### src/rtl/ram_arbiter_if.sv
// Bundle of requester-side and RAM-side signals around the two-core RAM arbiter.
// The slave modport is the arbiter's view; master is the system/bench side.
interface ram_arbiter_if #(
  parameter int NREQ = 2
);
  logic [NREQ-1:0] req_ren;
  logic [NREQ-1:0] req_wen;
  logic [NREQ-1:0] req_lock;
  logic [31:0]     req_addr0;
  logic [31:0]     req_addr1;
  logic [31:0]     req_store0;
  logic [31:0]     req_store1;
  logic [NREQ-1:0] req_wait;
  logic [NREQ-1:0] req_err;
  logic [31:0]     req_load;
  logic [NREQ-1:0] grant;
  logic            memREN;
  logic            memWEN;
  logic [31:0]     memaddr;
  logic [31:0]     memstore;
  logic [31:0]     ramload;
  logic [1:0]      ramstate;

  modport slave (
    input  req_ren, req_wen, req_lock, req_addr0, req_addr1, req_store0, req_store1,
    input  ramload, ramstate,
    output req_wait, req_err, req_load, grant, memREN, memWEN, memaddr, memstore
  );

  modport master (
    output req_ren, req_wen, req_lock, req_addr0, req_addr1, req_store0, req_store1,
    output ramload, ramstate,
    input  req_wait, req_err, req_load, grant, memREN, memWEN, memaddr, memstore
  );
endinterface

### src/rtl/ram_arbiter.sv
// Round-robin arbiter sharing one RAM port between two cache requesters, with
// completion/error handling, a per-grant timeout and optional locked bursts.
module ram_arbiter #(
  parameter int NREQ      = 2,
  parameter int TIMEOUT   = 64,
  parameter int MAX_BURST = 4
) (
  input logic          CLK,
  input logic          RST,
  ram_arbiter_if.slave bus
);

  typedef enum logic [0:0] {
    IDLE = 1'b0,
    OWN  = 1'b1
  } state_t;

  localparam logic [1:0] RAM_ACCESS = 2'd2;
  localparam logic [1:0] RAM_ERROR  = 2'd3;
  localparam logic [7:0] TMO_LAST   = 8'(TIMEOUT - 1);
  localparam logic [3:0] BURST_LAST = 4'(MAX_BURST - 1);

  state_t          state_r, state_s;
  logic            owner_r, owner_s;
  logic            last_r, last_s;
  logic [7:0]      tmo_cnt_r, tmo_cnt_s;
  logic [3:0]      burst_cnt_r, burst_cnt_s;
  logic [NREQ-1:0] grant_r, grant_s;
  logic [NREQ-1:0] active_s;
  logic [NREQ-1:0] wait_s;
  logic [NREQ-1:0] err_s;
  logic            own_ren_s, own_wen_s, own_lock_s;
  logic [31:0]     own_addr_s, own_store_s;
  logic            mem_ren_s, mem_wen_s;
  logic [31:0]     mem_addr_s, mem_store_s;

  assign active_s    = bus.req_ren | bus.req_wen;
  assign own_ren_s   = bus.req_ren[owner_r];
  assign own_wen_s   = bus.req_wen[owner_r];
  assign own_lock_s  = bus.req_lock[owner_r];
  assign own_addr_s  = owner_r ? bus.req_addr1 : bus.req_addr0;
  assign own_store_s = owner_r ? bus.req_store1 : bus.req_store0;

  // Next-state, arbitration decision and combinational RAM/requester outputs
  always_comb begin
    state_s     = state_r;
    owner_s     = owner_r;
    last_s      = last_r;
    tmo_cnt_s   = tmo_cnt_r;
    burst_cnt_s = burst_cnt_r;
    grant_s     = grant_r;
    wait_s      = {NREQ{1'b1}};
    err_s       = {NREQ{1'b0}};
    mem_ren_s   = 1'b0;
    mem_wen_s   = 1'b0;
    mem_addr_s  = 32'h0000_0000;
    mem_store_s = 32'h0000_0000;

    case (state_r)
      IDLE: begin
        tmo_cnt_s   = 8'd0;
        burst_cnt_s = 4'd0;
        grant_s     = {NREQ{1'b0}};
        if (active_s != 2'b00) begin
          // Contention goes to whoever did not finish last
          if (active_s == 2'b11) begin
            owner_s = ~last_r;
          end else begin
            owner_s = active_s[1];
          end
          state_s = OWN;
          grant_s = owner_s ? 2'b10 : 2'b01;
        end else begin
          state_s = IDLE;
        end
      end

      OWN: begin
        mem_addr_s  = own_addr_s;
        mem_store_s = own_store_s;
        mem_wen_s   = own_wen_s;
        mem_ren_s   = own_ren_s & ~own_wen_s;
        tmo_cnt_s   = (tmo_cnt_r == 8'hFF) ? tmo_cnt_r : tmo_cnt_r + 8'd1;
        if (!(own_ren_s | own_wen_s)) begin
          state_s     = IDLE;
          grant_s     = {NREQ{1'b0}};
          burst_cnt_s = 4'd0;
        end else if (bus.ramstate == RAM_ACCESS) begin
          wait_s[owner_r] = 1'b0;
          tmo_cnt_s       = 8'd0;
          if (own_lock_s && (burst_cnt_r < BURST_LAST)) begin
            burst_cnt_s = burst_cnt_r + 4'd1;
            state_s     = OWN;
          end else begin
            last_s      = owner_r;
            burst_cnt_s = 4'd0;
            state_s     = IDLE;
            grant_s     = {NREQ{1'b0}};
          end
        end else if (bus.ramstate == RAM_ERROR) begin
          wait_s[owner_r] = 1'b0;
          err_s[owner_r]  = 1'b1;
          last_s          = owner_r;
          burst_cnt_s     = 4'd0;
          state_s         = IDLE;
          grant_s         = {NREQ{1'b0}};
        end else if (tmo_cnt_r == TMO_LAST) begin
          // Abort: release the RAM strobes in the same cycle the error is flagged
          wait_s[owner_r] = 1'b0;
          err_s[owner_r]  = 1'b1;
          mem_ren_s       = 1'b0;
          mem_wen_s       = 1'b0;
          last_s          = owner_r;
          burst_cnt_s     = 4'd0;
          state_s         = IDLE;
          grant_s         = {NREQ{1'b0}};
        end else begin
          state_s = OWN;
        end
      end

      default: begin
        state_s     = IDLE;
        grant_s     = {NREQ{1'b0}};
        tmo_cnt_s   = 8'd0;
        burst_cnt_s = 4'd0;
      end
    endcase
  end

  // State, arbitration history and counters; RST drops any in-flight transaction
  always_ff @(posedge CLK) begin
    if (RST) begin
      state_r     <= IDLE;
      owner_r     <= 1'b0;
      last_r      <= 1'b1;
      tmo_cnt_r   <= 8'd0;
      burst_cnt_r <= 4'd0;
      grant_r     <= {NREQ{1'b0}};
    end else begin
      state_r     <= state_s;
      owner_r     <= owner_s;
      last_r      <= last_s;
      tmo_cnt_r   <= tmo_cnt_s;
      burst_cnt_r <= burst_cnt_s;
      grant_r     <= grant_s;
    end
  end

  assign bus.req_wait = wait_s;
  assign bus.req_err  = err_s;
  assign bus.req_load = bus.ramload;
  assign bus.grant    = grant_r;
  assign bus.memREN   = mem_ren_s;
  assign bus.memWEN   = mem_wen_s;
  assign bus.memaddr  = mem_addr_s;
  assign bus.memstore = mem_store_s;

endmodule
### src/flat_wrapper.sv
// flat-port wrapper written by rule: the top's interface ports become plain ports
module ram_arbiter_flat 
#(
  parameter int NREQ      = 2,
  parameter int TIMEOUT   = 64,
  parameter int MAX_BURST = 4
)
  (CLK, RST, bus_req_ren, bus_req_wen, bus_req_lock, bus_req_addr0, bus_req_addr1, bus_req_store0, bus_req_store1, bus_ramload, bus_ramstate, bus_req_wait, bus_req_err, bus_req_load, bus_grant, bus_memREN, bus_memWEN, bus_memaddr, bus_memstore);
  ram_arbiter_if #(.NREQ(NREQ)) bus_i ();
  input logic CLK;
  input logic RST;
  input wire logic [$bits(bus_i.req_ren)-1:0] bus_req_ren;
  input wire logic [$bits(bus_i.req_wen)-1:0] bus_req_wen;
  input wire logic [$bits(bus_i.req_lock)-1:0] bus_req_lock;
  input wire logic [$bits(bus_i.req_addr0)-1:0] bus_req_addr0;
  input wire logic [$bits(bus_i.req_addr1)-1:0] bus_req_addr1;
  input wire logic [$bits(bus_i.req_store0)-1:0] bus_req_store0;
  input wire logic [$bits(bus_i.req_store1)-1:0] bus_req_store1;
  input wire logic [$bits(bus_i.ramload)-1:0] bus_ramload;
  input wire logic [$bits(bus_i.ramstate)-1:0] bus_ramstate;
  output wire logic [$bits(bus_i.req_wait)-1:0] bus_req_wait;
  output wire logic [$bits(bus_i.req_err)-1:0] bus_req_err;
  output wire logic [$bits(bus_i.req_load)-1:0] bus_req_load;
  output wire logic [$bits(bus_i.grant)-1:0] bus_grant;
  output wire logic [$bits(bus_i.memREN)-1:0] bus_memREN;
  output wire logic [$bits(bus_i.memWEN)-1:0] bus_memWEN;
  output wire logic [$bits(bus_i.memaddr)-1:0] bus_memaddr;
  output wire logic [$bits(bus_i.memstore)-1:0] bus_memstore;
  assign bus_i.req_ren = bus_req_ren;
  assign bus_i.req_wen = bus_req_wen;
  assign bus_i.req_lock = bus_req_lock;
  assign bus_i.req_addr0 = bus_req_addr0;
  assign bus_i.req_addr1 = bus_req_addr1;
  assign bus_i.req_store0 = bus_req_store0;
  assign bus_i.req_store1 = bus_req_store1;
  assign bus_i.ramload = bus_ramload;
  assign bus_i.ramstate = bus_ramstate;
  assign bus_req_wait = bus_i.req_wait;
  assign bus_req_err = bus_i.req_err;
  assign bus_req_load = bus_i.req_load;
  assign bus_grant = bus_i.grant;
  assign bus_memREN = bus_i.memREN;
  assign bus_memWEN = bus_i.memWEN;
  assign bus_memaddr = bus_i.memaddr;
  assign bus_memstore = bus_i.memstore;
  ram_arbiter #(.NREQ(NREQ), .TIMEOUT(TIMEOUT), .MAX_BURST(MAX_BURST)) u_core (.CLK(CLK), .RST(RST), .bus(bus_i));
endmodule
### config.mk
export PLATFORM = sky130hd
export DESIGN_NAME = ram_arbiter_flat
export DESIGN_NICKNAME = d
export VERILOG_FILES = /design/src/rtl/ram_arbiter_if.sv /design/src/rtl/ram_arbiter.sv /design/src/flat_wrapper.sv
export SDC_FILE = /design/constraint.sdc
export NUM_CORES = 1
export LEC_CHECK = 0
export ABC_AREA = 1
export ABC_CLOCK_PERIOD_IN_PS = 1400
export CAP_MARGIN = 5
export CORE_AREA = 2 2 107 109
export CTS_BUF_LIST = sky130_fd_sc_hd__clkbuf_4
export DETAILED_ROUTE_END_ITERATION = 8
export DIE_AREA = 0 0 109 111
export PLACE_DENSITY_LB_ADDON = 0.25
export SYNTH_ARGS = -nofsm -noshare
export SYNTH_HDL_FRONTEND = slang
export SYNTH_SLANG_ARGS = --single-unit
### constraint.sdc
create_clock -name CLK -period 1.4 [get_ports CLK]
set_input_delay 0.21 -clock CLK [delete_from_list [all_inputs] [get_ports CLK]]
set_output_delay 0.21 -clock CLK [all_outputs]
set_load 0.005 [all_outputs]
# Word-level counts from Yosys, hierarchy flattened
# Index checks and enable logic that the tools add are counted.
# totals
regBits	17
in_bits	170
output_inout_bits	104
wordCells	97
# op_classes
add_sub_neg	2
n_lt_le_gt_ge	3
eq_ne	8
n_mux	64
n_bitwise	7
reduce_logical	7
# op_table
cell	n
2-to-1 mux 32 bit	4
2-to-1 mux 2 bit	17
2-to-1 mux 1 bit	30
2-to-1 mux 8 bit	3
2-to-1 mux 4 bit	5
case mux 8 bit (2 select lines)	1
adder 8 x 1 -> 8 bit, second input constant	1
== test 8 x 6 -> 1 bit, second input constant	1
== test 8 bit, second input constant	1
case mux 4 bit (2 select lines)	1
== test 2 bit, second input constant	3
inequality test 5 bit, second input constant	1
adder 4 x 1 -> 4 bit, second input constant	1
less-than comparator 4 x 2 -> 1 bit, second input constant	1
inequality test 4 bit, second input constant	1
case mux 2 bit (2 select lines)	1
AND reduction 2 bit	2
AND reduction 4 bit	1
inverter 1 bit	3
nonzero test 3 bit	1
logical AND 1 bit	2
less-than comparator 1 x 2 -> 1 bit, second input constant	1
inequality test 2 bit, second input constant	1
inverter 2 bit	1
other kinds (7)	7

# Depth between registers and ports, before layout
# Gate-level depths: netlist (run 1).
# logic_depth
word_depth	10
mapped_depth	10
ltp_nobuf	9

# Worst setup path before layout (run 1)
# No wires, ideal clock.
# synth_path
path_type	reg2out
from	reg u_core.tmo_cnt_r[0]
to	out bus_req_err[0]
arrival_ps	1192
t_required_ps	1190
setup_slack_ps	-2
stages_incl_launch_ff	10
path_buffers	0
path_cell_list	dfxtp_1 > ha_1 > nand2_1 > nor2_1 > nand2_1 > nand2_1 > nand2_2 > inv_2 > nand2_2 > nor2_1
# synth_between
elab_chain_len	6
# synth_rtl
element	line	text
start: declaration	ram_arbiter.sv:26	logic [7:0] tmo_cnt_r, tmo_cnt_s;
start signal: assignment	ram_arbiter.sv:144	tmo_cnt_r <= tmo_cnt_s;
== test 8 x 6 -> 1 bit	ram_arbiter.sv:107	end else if (tmo_cnt_r == TMO_LAST) begin
2-to-1 mux 2 bit	ram_arbiter.sv:107	
2-to-1 mux 2 bit	ram_arbiter.sv:100	end else if (bus.ramstate == RAM_ERROR) begin
2-to-1 mux 2 bit	ram_arbiter.sv:88	end else if (bus.ramstate == RAM_ACCESS) begin
2-to-1 mux 2 bit	ram_arbiter.sv:84	if (!(own_ren_s | own_wen_s)) begin
2-to-1 mux 2 bit	ram_arbiter.sv:59	case (state_r)
end: declaration	flat_wrapper.sv:22	output wire logic [$bits(bus_i.req_err)-1:0] bus_req_err;
# Every way passes these cells.

# Worst setup path after layout (run 1)
# layout_path
from	reg u_core.owner_r
to	out bus_req_err[0]
# layout_between
elab_chain_len	9
elab_cells_between_ends	15
classes_between	2 x order compare; 11 x mux; 1 x bitwise; 1 x reduce/logical
# layout_rtl
element	line	text
start: declaration	ram_arbiter.sv:24	logic owner_r, owner_s;
start signal: assignment	ram_arbiter.sv:142	owner_r <= owner_s;
less-than comparator 1 x 2 -> 1 bit (implied by the code) or greater-or-equal comparator 1 bit (tied branches)	ram_arbiter.sv:102, ram_arbiter.sv:110	
logical AND 1 bit (implied by the code)	ram_arbiter.sv:102, ram_arbiter.sv:110	
2-to-1 mux 1 bit (implied by the code)	ram_arbiter.sv:102, ram_arbiter.sv:110	
demux 1 bit (select 1 bit)	--	
2-to-1 mux 2 bit	ram_arbiter.sv:107	
2-to-1 mux 2 bit	ram_arbiter.sv:100	
2-to-1 mux 2 bit	ram_arbiter.sv:88	
2-to-1 mux 2 bit *	ram_arbiter.sv:84	
2-to-1 mux 2 bit *	ram_arbiter.sv:59	
# Mark *: on every way between the ends. The rest lies on a longest branch, timed or not. The select of a mux whose other input is x is not followed.

==> impl_metrics.csv, run 1 <==
group,metric,value,unit
critical_path,start_kind,"register",
detailed_routing,drcViolationCount,0,
timing,tns,-17910,ps
status,violations,"setup timing",
timing,relSlewSlack,75.8,%
floorplan,std_cell_rows,39,
critical_path,cp_max_fo,6,
critical_path,reg2reg_depth,10,
floorplan,start_util,18.8,%
placed_design,numPortBuffers,209,
cts,clk_pin_slew,110,ps
critical_path,crit_chain,"inv_6 > nand2_2 > nand2_2 > nor2_4 > nor2_8 > nand2_2 > inv_2 > nand2_2 > nor2_2 > buf_2",
logic_synthesis,synth_area,0.00208,sq mm
placed_design,place_congestion,0.822,
timing,worst_pin_slew,360,ps
detailed_routing,dr.pass1.iters,4,
grt,grtUsageTotal,16.4,%
cts,cts_buffers,3,
detailed_routing,drtAntennaViolNets,0,
logic_synthesis,ys_warn_count,0,
critical_path,cpMostUsedCell,"nand2_2",
detailed_routing,vias,3308,
grt,globalRouteOverflowTotal,0,
final_layout,drive_gt1_share,50.2,%
grt,grt_antenna_before_repair,0,
timing,hold_violations,0,
critical_path,cp-end-kind,"primary output",
critical_path,crit_type,"reg -> out",
logic_synthesis,netlist_instances,385,
placed_design,hpwl,7850,um
floorplan,design.core.area,0.0111,sq mm
critical_path,worst_ep_arrival_time,1560,ps
critical_path,worstPathRequired,1190,ps
timing,fin_crit_sh,127,%
cts,clock_latency,290,ps
final_layout,area_growth,158,%
final_layout,final_nets,795,
cts,clkSinkCount,17,
logic_synthesis,syn_nets,557,
flow_run,cap_violations,0,
timing,worst_slack,-372,ps
detailed_routing,wire_per_inst,14.8,um
critical_path,cpPeakStageDelay,450,ps
floorplan,ioPinCount,274,
grt,grt_pass1_vias,3229,
detailed_routing,routed_wl,11300,um
final_layout,diodes,0,
timing,setup_viol,85,
critical_path,critPathSlowestCell,"dfxtp_4",
cts,htreeDepth,1,
detailed_routing,viasPerCell,4.32,
status,status,"finished, violations left",
power_and_ir_drop,ir_worst_vdd,367,uV
power_and_ir_drop,p_leak,0.00233,uW
timing,period_minus_slack,1770,ps
grt,grt_pass1_wl,15900,um
logic_synthesis,postSynthAreaPerCell,5.40,sq um
grt,grt_start_max_net_pins,37,
floorplan,dieWidth,109,um
timing,timing.fmax,564,MHz
timing,final_max_slew_viol_count,0,
cts,cts_tree,"built",
detailed_routing,first_iter_violations,87,
timing,clock_skew,2.52,ps
cts,clockBufferDepth,2,
floorplan,die_h,111,um
timing,grt_setup_unrepaired,"true",
logic_synthesis,synth-seq-cells,17,
power_and_ir_drop,p_per_area,451,mW/mm^2
worst_hold_path,min_path_type,"in -> out",
logic_synthesis,ys_types,25,
worst_hold_path,hold_path_depth,0,
power_and_ir_drop,total_power,2410,uW
logic_synthesis,yosysSeqAreaShare,16.4,%
floorplan,dieArea,0.0121,sq mm
cts,cts_root_buf,"clkbuf_4",
## placed cells by master (no fill, tap or decap), drive strengths merged, types with 4 or more instances in the layout
cell | synthesis | layout
a21oi | 8 | 8
buf | 41 | 146
clkbuf | 14 | 6
clkdlybuf4s50 | 0 | 136
dfxtp | 17 | 17
inv | 21 | 21
nand2 | 40 | 40
nand3 | 8 | 8
nor2 | 155 | 155
nor3 | 4 | 4
o21ai | 69 | 69
## Yosys cell counts (all sizes together)
master | instances | area (sq um)
dfxtp | 17 | 340
nor3b | 1 | 12.5
nor2 | 155 | 608
clkbuf | 14 | 52.6
o21ai | 69 | 357
or2 | 2 | 12.5
nor3 | 4 | 20.0
a21oi | 8 | 40.0
nand3 | 8 | 40.0
ha | 2 | 25.0
nand2 | 40 | 168
xor2 | 2 | 17.5
inv | 21 | 78.8
buf | 41 | 300
a31oi | 1 | 6.26
## path summary, 6_finish.rpt
| path | to | start | slack, ps |
|---|---|---|---|
| worst max register to register | u_core.state_r | u_core.owner_r | -180 |
| worst min-delay path | bus_req_load[0] | bus_ramload[0] | 420 |
| worst max-delay path | bus_req_err[0] | u_core.owner_r | -370 |
| worst min register to register | u_core.burst_cnt_r[2] | u_core.burst_cnt_r[2] | 460 |
## logic make-up after synthesis
| family | share of synthesized area [%] |
|---|---|
| AO/OA/AOI/OAI | 19.4 |
| XOR/XNOR | 0.843 |
| adder cells (fa/ha/maj) | 1.20 |
| buffers and inverters | 20.8 |
| flip-flops | 16.4 |
| AND/OR/NAND/NOR | 41.4 |
## state kept, by name, indices dropped and copies added, names as in the netlist
signal and flops:
u_core.burst_cnt_r 4, u_core.bus.grant 2, u_core.last_r 1, u_core.owner_r 1, u_core.state_r 1, u_core.tmo_cnt_r 8
## per-layer routing
metal / share of wire (%) / GRT usage, % / up-vias / routed length, um
met3: 6.4 / 2.47 / 16 / 729
met5: 0 / 0 / - / 0
met2: 57 / 33.1 / 101 / 6440
met1: 35 / 17.5 / 1531 / 4010
li1: - / - / 1660 / -
met4: 1.1 / 2.82 / 0 / 121
## layout make-up
type	instances	area [sq um]
fill	1083	5720
clock buffer	3	22.5
timing repair buffer	288	2740
inverter	21	91.3
multi-input combinational	292	1970
tap	143	179
sequential	17	348
clock inverter	1	5.00
## repair_timing
| item | in CTS | in global routing |
|---|---|---|
| resized for setup | 445 | 147 |
| setup endpoints to repair | 82 | 87 |
| hold buffers | 0 | 0 |
| pin swaps | 44 | 94 |
| cloned | 3 | 3 |
| buffers inserted | 24 | 15 |
| hold endpoints to repair | 0 | 0 |
## worst max-delay path: cells and delay by family (launching register included)
family	cells	cell delay (ps)
buffers and inverters	3	230
DFF	1	450
and+or+nand+nor	7	590
## power by group
part / switching, uW / internal (uW)
Clock: 163 / 106
Combinational: 693 / 932
Sequential: 19.9 / 499
## per-stage QoR
stage,utilization (%),setup WS (ps),cells,cell area (sq um),hold WS (ps)
after CTS,42.8,-352,752,4740,420
final,48.3,-372,765,5350,420
after global placement,39.4,-621,722,4360,420
after global routing,48.3,-474,765,5350,420
after detailed placement,39.4,-637,722,4360,420
after floorplan,-,25.9,385,2080,425
(Power assumes the default switching activity.)
==> inputs of run 2 (changes only) <==
--- a/config.mk
+++ b/config.mk
@@ -16,3 +16,4 @@
 export SYNTH_ARGS = -nofsm -noshare
 export SYNTH_HDL_FRONTEND = slang
 export SYNTH_SLANG_ARGS = --single-unit
+export TNS_END_PERCENT = 5
==> run 2 against run 1 <==
The run still ends with setup timing left. Non-clock buffer count decreased by 22. Clock power is essentially flat. Clock-buffer cell count is the same. Sequential power barely moved. Utilization shrank 7.2 points. Clock skew shrank 1.7 ps. Combinational power fell by 21%. Final cell count down 2.9%. First-iteration DRC count is 24% higher.
==> impl_metrics.csv, run 2 (synthesis results as in run 1) <==
group,metric,value,unit
grt,grt_pass1_vias,3091,
critical_path,cp_max_fo,2,
timing,clock_skew,0.804,ps
cts,cts_root_buf,"clkbuf_4",
detailed_routing,routed_wl,9940,um
detailed_routing,first_iter_violations,108,
floorplan,dieWidth,109,um
critical_path,worstPathRequired,1190,ps
detailed_routing,wire_per_inst,13.4,um
timing,tns,-14650,ps
timing,setup_viol,74,
grt,grt_pass1_wl,15200,um
timing,worst_slack,-326,ps
timing,holdWs,420,ps
floorplan,die_h,111,um
floorplan,dieArea,0.0121,sq mm
floorplan,ioPinCount,274,
critical_path,regToRegStartpoint,"u_core.owner_r",
placed_design,place_congestion,0.822,
cts,clockBufferDepth,2,
cts,postCtsHoldBufs,0,
cts,htreeDepth,1,
timing,grt_setup_unrepaired,"true",
worst_hold_path,worstHoldStart,"bus_ramload[0]",
final_layout,final_nets,773,
placed_design,postPlaceCellArea,0.00436,sq mm
power_and_ir_drop,pwr-share-comb,62.0,%
status,violations,"setup timing",
critical_path,r2r_setup_slack,-30,ps
final_layout,largest_reg_flops,8,
placed_design,hpwl,7850,um
final_layout,area_growth,120,%
final_layout,diodes,0,
critical_path,startpoint,"u_core.tmo_cnt_r[0]",
power_and_ir_drop,seqPwrFrac,25.0,%
final_layout,top_register,"u_core.tmo_cnt_r",
grt,globalRouteOverflowTotal,0,
critical_path,worst_ep_arrival_time,1520,ps
final_layout,final_common_cell,"clkdlybuf4s50_1",
critical_path,start_kind,"register",
critical_path,crit_type,"reg -> out",
detailed_routing,dr.pass1.iters,4,
cts,cts_tree,"built",
detailed_routing,vias,3114,
timing,timing.fmax,580,MHz
final_layout,drive_gt1_share,31.5,%
detailed_routing,drcViolationCount,0,
final_layout,fill_cells,1145,
timing,relSlewSlack,84.3,%
cts,clkSinkCount,17,
status,status,"finished, violations left",
floorplan,design.core.area,0.0111,sq mm
final_layout,postLayoutCellArea,0.00456,sq mm
grt,grt_start_max_net_pins,37,
timing,hold_violations,0,
power_and_ir_drop,p_sw,697,uW
grt,grt_antenna_before_repair,0,
detailed_routing,drtAntennaViolNets,0,
timing,period_minus_slack,1730,ps
detailed_routing,viasPerCell,4.19,
timing,final_max_slew_viol_count,0,
power_and_ir_drop,p_per_area,453,mW/mm^2
power_and_ir_drop,p_leak,0.00214,uW
placed_design,numPortBuffers,209,
floorplan,start_util,18.8,%
power_and_ir_drop,ir_worst_vdd,350,uV
cts,cts_buffers,3,
worst_hold_path,min_path_type,"in -> out",
floorplan,std_cell_rows,39,
final_layout,final_cell_mix,"136 x clkdlybuf4s50_1, 128 x nor2_1, 47 x buf_2, 32 x buf_4, 28 x o21ai_1",
flow_run,cap_violations,0,
power_and_ir_drop,total_power,2070,uW
grt,grtUsageTotal,15.6,%
power_and_ir_drop,p_clk_share,13.0,%
cts,clock_latency,290,ps
critical_path,cp-end-kind,"primary output",
power_and_ir_drop,swShare,33.7,%
power_and_ir_drop,intPower,1370,uW
timing,fin_crit_sh,123,%
cts,clk_pin_slew,100,ps
timing,worst_pin_slew,233,ps
==> run 2: metrics by stage <==
| step | setup slack (ps) | utilization, % | instances |
|---|---|---|---|
| 2_1_floorplan | 25.9 | - | 385 |
| 3_3_place_gp | -621 | 39.4 | 722 |
| 3_5_place_dp | -637 | 39.4 | 722 |
| 4_1_cts | -356 | 40.9 | 742 |
| 5_1_grt | -456 | 41.2 | 743 |
| 6_report | -326 | 41.2 | 743 |
==> run 2: layout make-up <==
class / instances / area (sq um) / area share, %
timing repair buffer: 266 / 2440 / 53.4
multi-input combinational: 292 / 1490 / 32.6
sequential: 17 / 348 / 7.62
tap: 143 / 179 / 3.92
inverter: 21 / 83.8 / 1.84
clock buffer: 3 / 22.5 / 0.494
clock inverter: 1 / 5.00 / 0.110
==> run 2: what timing repair did <==
item	4_1_cts	5_1_grt
endpoints found under the setup margin	82	86
hold endpoints to repair	0	0
pin swaps	29	18
setup buffers	15	1
gates cloned	1	0
gates resized for setup	327	40
==> run 2: final timing paths <==
| path | depth (start not counted) | endpoint |
|---|---|---|
| setup / recovery | 10 | bus_req_err[0] |
| hold / removal | 0 | bus_req_load[0] |
| setup reg to reg | 11 | u_core.burst_cnt_r[0] |
| hold reg to reg | 2 | u_core.burst_cnt_r[2] |
==> run 2: critical path: stages, from the launching register on <==
cell and delay (ps):
dfxtp_2 370, ha_4 160, nand2_4 60, nor2_4 110, nand2_2 70, nand2_2 70, nand2_2 70, inv_2 70
nand2_2 60, nor2_2 80, buf_2 120
==> run 2: power by group through the flow <==
stage,clock (uW),combinational (uW),sequential (uW)
2_1_floorplan,0,448,517
3_3_place_gp,0,1250,525
3_5_place_dp,0,1250,525
4_1_cts,285,1270,516
5_1_grt,313,1400,519
6_report,269,1280,516
==> run 2: routing by layer <==
layer  up-vias  GRT usage, %  share of wire, %
li1       1613             -                 -
met1      1388          17.0                38
met2        97          31.0                54
met3        16          2.35               6.5
met4         0          2.56               1.1
met5         -             0                 0
==> inputs of run 3 (changes only) <==
--- a/config.mk
+++ b/config.mk
@@ -7,7 +7,6 @@
 export LEC_CHECK = 0
 export ABC_AREA = 1
 export ABC_CLOCK_PERIOD_IN_PS = 1400
-export CAP_MARGIN = 5
 export CORE_AREA = 2 2 107 109
 export CTS_BUF_LIST = sky130_fd_sc_hd__clkbuf_4
 export DETAILED_ROUTE_END_ITERATION = 8
==> constraint.sdc (replaced) <==
create_clock -name CLK -period 1.4 [get_ports CLK]
set_input_delay 0.28 -clock CLK [delete_from_list [all_inputs] [get_ports CLK]]
set_output_delay 0.28 -clock CLK [all_outputs]
set_load 0.005 [all_outputs]
==> run 3 against run 2 <==
The run still ends with setup timing left. Register-to-register slack lost 220 ps. Final cell count up 0.27%. Clock power shrank 3%. Via count grew 0.80%. Global-route usage barely moved. Fmax down 5.2%. Clock skew rose by 2.2 ps. Sequential cell count unchanged. Sequential power about the same. Non-clock buffer count grew 2. Die area stayed put. Clock-buffer cell count unchanged.
==> impl_metrics.csv, run 3 (synthesis results as in run 1) <==
group,metric,value,unit
timing,period_minus_slack,1820,ps
critical_path,crit_type,"reg -> out",
floorplan,die_h,111,um
floorplan,dieArea,0.0121,sq mm
cts,clk_pin_slew,100,ps
floorplan,dieWidth,109,um
status,status,"finished, violations left",
worst_hold_path,hold_path_depth,2,
critical_path,reg2reg_depth,13,
power_and_ir_drop,total_power,2140,uW
detailed_routing,first_iter_violations,154,
critical_path,start_kind,"register",
cts,htreeDepth,1,
critical_path,cp_top_family,"buffers and inverters",
floorplan,start_util,18.8,%
timing,relSlewSlack,82.7,%
critical_path,crit_chain,"buf_8 > buf_12 > buf_16 > o21ai_1 > nor2_1 > dlygate4sd2_1",
cts,clock_latency,280,ps
power_and_ir_drop,ir_worst_vdd,443,uV
timing,timing.fmax,549,MHz
power_and_ir_drop,p_leak,0.00221,uW
timing,hold_violations,0,
final_layout,multiInputGateArea,0.00158,sq mm
timing,grt_setup_unrepaired,"true",
detailed_routing,dr.pass1.iters,4,
final_layout,drive_gt1_share,35.0,%
final_layout,diodes,0,
timing,final_max_slew_viol_count,0,
critical_path,r2r_setup_slack,-250,ps
detailed_routing,drtAntennaViolNets,0,
final_layout,largest_reg_flops,8,
placed_design,place_ws,-755,ps
critical_path,cp.depth,6,
grt,grt_pass1_vias,3135,
final_layout,final_nets,775,
worst_hold_path,min_path_type,"reg -> reg",
detailed_routing,drcViolationCount,0,
cts,postCtsHoldBufs,0,
grt,grt_antenna_before_repair,0,
floorplan,ioPinCount,274,
critical_path,cpPeakStageDelay,380,ps
cts,cts_root_buf,"clkbuf_4",
placed_design,numPortBuffers,209,
final_layout,final_cell_mix,"137 x clkdlybuf4s50_1, 111 x nor2_1, 39 x nor2_2, 34 x buf_2, 33 x buf_4",
cts,clockBufferDepth,2,
final_layout,final_common_cell,"clkdlybuf4s50_1",
detailed_routing,routed_wl,10200,um
final_layout,area_growth,127,%
final_layout,regArea,353,sq um
final_layout,top_register,"u_core.tmo_cnt_r",
critical_path,critPathSlowestCell,"dfxtp_4",
grt,grtUsageTotal,15.5,%
detailed_routing,vias,3139,
worst_hold_path,worstHoldStart,"u_core.burst_cnt_r[2]",
timing,worst_slack,-420,ps
critical_path,regToRegStartpoint,"u_core.owner_r",
floorplan,std_cell_rows,39,
timing,worst_pin_slew,259,ps
cts,cts_tree,"built",
timing,setup_viol,86,
cts,cts_buffers,3,
grt,globalRouteOverflowTotal,0,
critical_path,worstPathRequired,1120,ps
detailed_routing,viasPerCell,4.21,
critical_path,startpoint,"u_core.owner_r",
status,violations,"setup timing",
critical_path,path_buf_inv,4,
placed_design,hpwl,7720,um
cts,clkSinkCount,17,
critical_path,cp-end-kind,"primary output",
critical_path,cp_max_fo,16,
timing,clock_skew,3.03,ps
flow_run,cap_violations,0,
placed_design,place_congestion,0.848,
detailed_routing,wire_per_inst,13.7,um
final_layout,fill_cells,1172,
timing,tns,-21240,ps
power_and_ir_drop,p_per_area,454,mW/mm^2
critical_path,worst_ep_arrival_time,1540,ps
grt,grt_start_max_net_pins,37,
grt,grt_pass1_wl,15200,um
timing,fin_crit_sh,130,%
worst_hold_path,hold_end,"u_core.burst_cnt_r[2]",
floorplan,design.core.area,0.0111,sq mm
critical_path,worstReg2RegEnd,"u_core.last_r",
-- run 3: cell types whose count changed in the layout (fill, tap and decap cells not counted), sizes merged --
cell / change
buf: -11
clkbuf: +18
clkdlybuf4s15: -7
clkdlybuf4s50: +1
dlygate4sd2: +2
dlymetal6s2s: -1
-- run 3: worst max path at each step --
stage,end
floorplan,bus_req_err[1]
global placement,bus_req_err[1]
detailed placement,bus_req_err[0]
CTS,bus_req_err[0]
global route,bus_req_err[1]
finish,bus_memstore[3]
-- run 3: stage by stage --
| step | cell area (sq um) | hold slack (ps) | utilization, % | cells |
|---|---|---|---|---|
| after global placement | 4370 | 436 | 39.5 | 720 |
| after CTS | 4680 | 457 | 42.2 | 742 |
| final | 4710 | 453 | 42.5 | 745 |
| after floorplan | 2090 | 425 | - | 385 |
| after global routing | 4710 | 480 | 42.5 | 745 |
| after detailed placement | 4370 | 443 | 39.5 | 720 |
-- run 3: cell type report --
class | instances | area share, %
Multi-Input combinational cell | 292 | 33.6
Clock inverter | 1 | 0.106
Clock buffer | 3 | 0.478
Sequential cell | 17 | 7.49
Tap cell | 143 | 3.80
Timing Repair Buffer | 268 | 52.8
Inverter | 21 | 1.78
-- run 3: report_power, final --
part | internal, uW | total [uW] | switching, uW
sequential | 499 | 515 | 16.1
combinational | 808 | 1360 | 554
clock | 106 | 260 | 154
total | 1410 | 2140 | 723
-- run 3: timing repair --
item	in CTS	in global routing
setup endpoints to repair	80	86
buffers inserted	15	3
pin swaps	21	21
gates resized for setup	287	92
cloned	3	0
-- run 3: routing by layer --
layer  GRT usage, %  up-vias  part of all wire, %
met5              0        -                    0
met4           2.48        0                  1.2
met3           2.47       16                  6.3
met2           31.1       89                   55
met1           16.7     1421                   38
li1               -     1613                    -
-- run 3: worst min-delay path, delay by kind of cell (launching register included) --
kind | cells | cell delay [ps]
simple gates | 2 | 100
flops | 1 | 330
